### src/rtl/half_splitter.sv
// half_splitter: narrowing serializer. Accepts one 2*HALF_W-bit word over a
// valid/ready handshake and emits it as two HALF_W-bit beats, low half first,
// over a second valid/ready handshake. Holds at most one word and can take a new
// word on the same edge that the final beat leaves, so a steady stream moves
// one halfword per cycle.
//
// Ports:
//   clk        rising-edge clock
//   rst        asynchronous, active-high reset
//   in_32      word to split
//   in_valid   in_32 is valid this cycle
//   in_ready   word is accepted this cycle (combinational on out_ready on the final beat)
//   out_16     halfword being presented (0 when out_valid is low)
//   out_valid  out_16 is valid
//   out_ready  consumer takes out_16 this cycle
//   out_hi     out_16 is the upper half
//   out_last   out_16 is the final beat of its word
//   busy       a word is held
//
// Build option:
//   HI_ZERO_SKIP_EN  when defined, a word whose upper half is zero is emitted as a
//                    single low-half beat marked out_last; when undefined every
//                    word takes exactly two beats.
module half_splitter #(
  parameter int unsigned HALF_W = 16
) (
  input  logic                  clk,
  input  logic                  rst,
  input  logic [2*HALF_W-1:0]   in_32,
  input  logic                  in_valid,
  output logic                  in_ready,
  output logic [HALF_W-1:0]     out_16,
  output logic                  out_valid,
  input  logic                  out_ready,
  output logic                  out_hi,
  output logic                  out_last,
  output logic                  busy
);

  typedef enum logic [1:0] {
    StIdle,
    StLo,
    StHi
  } state_e;

  state_e                state_q, state_d;
  logic [2*HALF_W-1:0]   word_q, word_d;
  logic [HALF_W-1:0]     out_16_q, out_16_d;
  logic                  out_valid_q, out_valid_d;
  logic                  out_hi_q, out_hi_d;
  logic                  out_last_q, out_last_d;
  logic                  skip_d;
  logic                  accept;
  logic                  depart;

  // A new word can enter whenever the block is empty, or when the beat now on
  // the output is the word's last one and is leaving this cycle. In the default
  // build out_last_q is never set in StLo, so the StLo arm reduces to 0.
  always_comb begin
    in_ready = 1'b0;
    case (state_q)
      StIdle:  in_ready = 1'b1;
      StLo:    in_ready = out_last_q & out_ready;
      StHi:    in_ready = out_ready;
      default: in_ready = 1'b0;
    endcase
  end

  assign accept = in_valid & in_ready;
  assign depart = out_valid_q & out_ready;

  // Next state. Acceptance wins over departure so a back-to-back word never
  // inserts a bubble.
  always_comb begin
    state_d = state_q;
    word_d  = word_q;
    if (accept) begin
      word_d  = in_32;
      state_d = StLo;
    end else if (depart) begin
      state_d = out_last_q ? StIdle : StHi;
    end
  end

`ifdef HI_ZERO_SKIP_EN
  assign skip_d = (word_d[2*HALF_W-1:HALF_W] == '0);
`else
  assign skip_d = 1'b0;
`endif

  // Output decode from the next state so the presented beat is registered and
  // stays stable while the consumer stalls.
  always_comb begin
    out_valid_d = 1'b0;
    out_16_d    = '0;
    out_hi_d    = 1'b0;
    out_last_d  = 1'b0;
    case (state_d)
      StLo: begin
        out_valid_d = 1'b1;
        out_16_d    = word_d[HALF_W-1:0];
        out_last_d  = skip_d;
      end
      StHi: begin
        out_valid_d = 1'b1;
        out_16_d    = word_d[2*HALF_W-1:HALF_W];
        out_hi_d    = 1'b1;
        out_last_d  = 1'b1;
      end
      default: begin
        out_valid_d = 1'b0;
      end
    endcase
  end

  always_ff @(posedge clk or posedge rst) begin
    if (rst) begin
      state_q     <= StIdle;
      word_q      <= '0;
      out_16_q    <= '0;
      out_valid_q <= 1'b0;
      out_hi_q    <= 1'b0;
      out_last_q  <= 1'b0;
    end else begin
      state_q     <= state_d;
      word_q      <= word_d;
      out_16_q    <= out_16_d;
      out_valid_q <= out_valid_d;
      out_hi_q    <= out_hi_d;
      out_last_q  <= out_last_d;
    end
  end

  assign out_16    = out_16_q;
  assign out_valid = out_valid_q;
  assign out_hi    = out_hi_q;
  assign out_last  = out_last_q;
  assign busy      = (state_q != StIdle);

endmodule

### config.mk
export PLATFORM = sky130hd
export DESIGN_NAME = half_splitter
export DESIGN_NICKNAME = d
export VERILOG_FILES = /design/src/rtl/half_splitter.sv
export SDC_FILE = /design/constraint.sdc
export NUM_CORES = 1
export LEC_CHECK = 0
export ABC_AREA = 1
export CAP_MARGIN = 20
export CORE_MARGIN = 3
export CORE_UTILIZATION = 54
export DETAILED_ROUTE_END_ITERATION = 12
export HOLD_SLACK_MARGIN = 0.12
export PLACE_DENSITY_LB_ADDON = 0.3
export SYNTH_ARGS = -nofsm -noshare
export SYNTH_HDL_FRONTEND = slang
export SYNTH_SLANG_ARGS = --single-unit
export TNS_END_PERCENT = 100
### constraint.sdc
create_clock -name clk -period 3.34 [get_ports clk]
set_clock_uncertainty 0.15 [all_clocks]
set_input_delay 1.002 -clock clk [delete_from_list [all_inputs] [get_ports clk]]
set_output_delay 1.002 -clock clk [all_outputs]
set_load 0.01 [all_outputs]
After elaboration in Yosys (flattened, before gate mapping)
Index checks and enable logic that the tools add are counted.

storage, ports and cells
  output and inout port bits = 21
  register bits = 52
  logic and storage cells = 23
  input port bits = 36

operators by class
  equality and inequality tests = 4
  mux-type cells = 8
  bitwise gates (word level) = 3
  reduce and logical (&&, ||, !) cells = 3

operator list
  cell                  count
  $mux W32              1
  $pmux W16 S2          1
  $mux W2               3
  $eq A2 B1 Y1 const B  2
  $eq A2 B2 Y1 const B  2
  $and A1 B1 Y1         3
  $pmux W1 S3           1
  $logic_not A2 Y1      1
  $mux W1               2
  $reduce_bool A2 Y1    1
  $reduce_or A2 Y1      1

Logic depth before layout (Yosys ltp)
Gate-level depths: netlist (run 1).

  word-level depth = 7
  gate-level depth with buffers = 12
  gate-level depth less buffers = 9

Worst setup path before layout (run 1)
Ideal clock, no wire load.

  path type = in2reg
  start = input port in_valid
  end = register out_16_q[1] (netlist: out_16[1])
  path buffers = 4
  setup slack = 596 ps
  setup time = 136 ps
  data required time = 3054 ps
  data arrival time = 2458 ps
  cell stages on the path = 9
  path through = buf_2 > nand3_4 > buf_2 > o21ai_0 > inv_1 > ha_1 > clkbuf_1 > clkbuf_1 > a21oi_1

between the ends
  longest elaborated chain between the ends = 4
  elaborated cells between the ends (all ways) = 6
  classes of those cells = eq/ne (2); mux (3); bitwise (1)

RTL lines
  element                                              RTL line  text
  start, declared                                      30        input logic in_valid,
  $and A1 B1 Y1 (*)                                    69        assign accept = in_valid & in_ready;
  $mux W2 (*)                                          77        if (accept) begin
  named net state_d[0]                                 46        state_e state_q, state_d;
  $eq A2 B2 Y1 / $eq A2 B1 Y1 (equally long branches)  98        case (state_d)
  $pmux W16 S2 (*)                                     98
  named net out_16_d[1]                                48        logic [HALF_W-1:0] out_16_q, out_16_d;
  end signal, assigned                                 127       out_16_q <= out_16_d;
  end, declared                                        48

The timed path passes the listed nets; every way through them passes the cells marked *.

Worst setup path after layout (run 1)
  start = input port out_ready
  end = output port in_ready

between the ends
  longest elaborated chain between the ends = 2

RTL lines
  element          RTL line  text
  start, declared  34        input logic out_ready,
  $and A1 B1 Y1    63        StLo: in_ready = out_last_q & out_ready;
  $pmux W1 S3 (*)  61        case (state_q)
  end, declared    31        output logic in_ready,

Mark *: on every way between the ends. The rest lies on a longest branch, timed or not.

==> run metrics, run 1 <==
Netlist Area Pre-Place 2530 µm²; GRT Total Usage between 20% and 30%; CTS root buf clkbuf_8; Vias/cell around 5.2; port bufs 56; Leak about 0.0016 µW; Post-synth EDFFs 0; MaxCap Viol Count 0; Critical Path Start out_ready; fraction of registers with async set/reset 100%; Initial Util between 50% and 60%; wire length per cell 14.3 µm; largest net degree at the start of global routing 34; fill count ~350; CTS clk-pin slew, worst paths 0.09 ns; H-tree levels 2; Core ar. roughly 4400 µm²; worst reg2reg path depth 10; Hold Path Class reg2reg; share of post-route cells with drive strength above 1 roughly 7.3%; Yosys reg bits 52; hold_sp word_q[28]$_DFF_PP0_; die width 74.5 µm; post-route ant nets 0; dpl cell area between 3000 and 4000 µm²; Final period util between 90% and 100%; clk_lat worst skew approximately 0.30 ns; Post-CTS Resized 1; worst-path fanout max 2; highest routed layer met4; area delta synth->final 27.7%; P per Cell Area approximately 840 nW/µm²; total number of vias around 2100; drt first pass iters 4; cell area after layout between 3000 and 4000 µm²; setup violators final 0; fin. max-slew vios 0; number of diodes 0; initial antenna violation count 0; worst-margin pin slew 0.702 ns; CTS Buffer Depth 2; CP required 2.19 ns; # IOs 57; Worst Path Arrival 2.02 ns; peak supply drop 0.000575 V; final hold violations 0; Startpoint Class input port; WL met1 between 2000 and 2500 µm; Setup Buffers After CTS 0; r2r startpoint state_q[0]$_DFF_PP0_; RSZ-0062 raised after global routing no; vias in the first global route 2132; register area around 1300 µm²; Crit Path Class in2out; DRC errors left 0; FMAX around 320 MHz; nets ~390; Post-CTS Hold Buffers 0; area of the multi-input gates about 860 µm²; status completed; global-route wire length before repair between 9000 and 10000 µm; Routability Congestion 0.802; TritonCTS Buffers 5; clk sinks between 50 and 60; CP cell instances clkdlybuf4s50_1 -> inv_1 -> nand2_4 -> and2_1 -> dlygate4sd2_1; Post-Syn Instances 301; metal3 WL 400 µm; Post-Syn Area per Cell ~8.4 µm²; drt total wl just under 6000 µm; Yosys warning count 0; die area between 5000 and 6000 µm²; Main synth FF type dfrtp_1; met2 wire length 2850 µm; setup TNS 0 ns; endpoint class of the critical path output pin; sequential area share after synthesis around half; Die Ht 74.5 µm; min Tclk post-route roughly 3.2 ns; slowest CP cell clkdlybuf4s50_1; syn_nets around 340; Min Hold Slack about 0.42 ns; DP HPWL between 4000 and 5000 µm; CTS tree built; Hold Crit Depth 3; num rows 24; Critical Path Max Stage Delay between 0.4 and 0.5 ns; first-iteration detailed-routing DRC count roughly 240; Overflow after GRT 0; slew margin rel. 53.2%; library cells used by synthesis 17
-- cells in the mapped netlist (2+ instances only) --
cell / number / area share (%)
inv_1: 70 / 10
and2_1: 33 / 8.1
a21oi_1: 16 / 3.2
dfrtp_1: 52 / 51
ha_1: 2 / 0.99
o21ai_0: 2 / 0.39
nand2_2: 2 / 0.49
nand2_1: 36 / 5.3
buf_2: 9 / 1.8
inv_2: 2 / 0.30
nand3_1: 32 / 6.3
clkbuf_1: 8 / 1.2
buf_6: 2 / 0.89
nand4_1: 32 / 7.9
-- critical path, delay by kind of cell --
| kind | cells | cell delay (ns) |
|---|---|---|
| buf+inv | 3 | 0.81 |
| simple gates | 2 | 0.20 |
-- worst paths after layout --
kind	end	slack, ns
max	in_ready	0.17
min	word_q[28]$_DFF_PP0_	0.42
max reg2reg	out_16[4]$_DFF_PP0_	0.95
min reg2reg	word_q[28]$_DFF_PP0_	0.42
max in group asynchronous	out_16[10]$_DFF_PP0_	1.66
min in group asynchronous	word_q[4]$_DFF_PP0_	0.84
-- kinds of logic (layout without fill, tap and decap cells) --
family                   after synthesis  after routing  share of synthesized area, %
flip-flops                            52             52                          51.3
AND/OR/NAND/NOR                      137            137                          29.3
AO/OA/AOI/OAI                         18             18                          3.55
buffers and inverters                 92            148                          14.8
adder cells (fa/ha/maj)                2              2                         0.987
-- metrics by stage --
step                cells  util, %  power [µW]  setup slack, ns
floorplan             301        -        1880            0.596
global placement      401     70.8        2320           -0.102
detailed placement    401     70.8        2370           -0.112
CTS                   409     72.9        2740            0.158
global route          409     72.9        2940           0.0435
finish                409     72.9        2730            0.168
-- layer usage --
metal	GRT usage, %	vias to the layer above
li1	-	1041
met1	29.3	978
met2	37.1	80
met3	5.27	14
met4	8.89	0
met5	0	-
-- report_power, final --
group	switching, µW	internal [µW]
logic	799	591
clock network	204	169
registers	78.5	893
total	1080	1650
-- registers in the layout, indices dropped and copies added (netlist names) --
register   count
out_valid      1
word_q        32
state_q        2
out_16        16
out_last       1
-- layout make-up --
class	count	area share [%]
clock buffers	7	2.67
clock inverters	1	0.232
inverters	72	8.35
multi-input cells	157	26.5
flip-flops and latches	52	40.2
well taps	52	2.01
repair buffers	68	20.1
-- cell usage in the layout (no fill, tap or decap) --
master / n
a21oi_1: 16
and2_1: 33
buf_4: 12
clkbuf_1: 1
clkbuf_8: 6
clkdlybuf4s50_1: 55
clkinvlp_4: 1
dfrtp_1: 52
dlygate4sd2_1: 1
ha_1: 2
inv_1: 69
inv_2: 3
nand2_1: 36
nand2_2: 2
nand2_4: 1
nand3_1: 32
nand3_4: 1
nand4_1: 32
o21ai_0: 2
Note: power is estimated with default switching activity, not from simulation.
==> inputs of run 2 (changes only) <==
Settings changed: SLEW_MARGIN set to 30.
==> results of run 2 <==
No change in the layout: final DEF, timing and power equal those of run 1.
==> inputs of run 3 (changes only) <==
Settings changed: TNS_END_PERCENT 100 to 50.
==> results of run 3 <==
No change in the layout: final DEF, timing and power equal those of run 1.
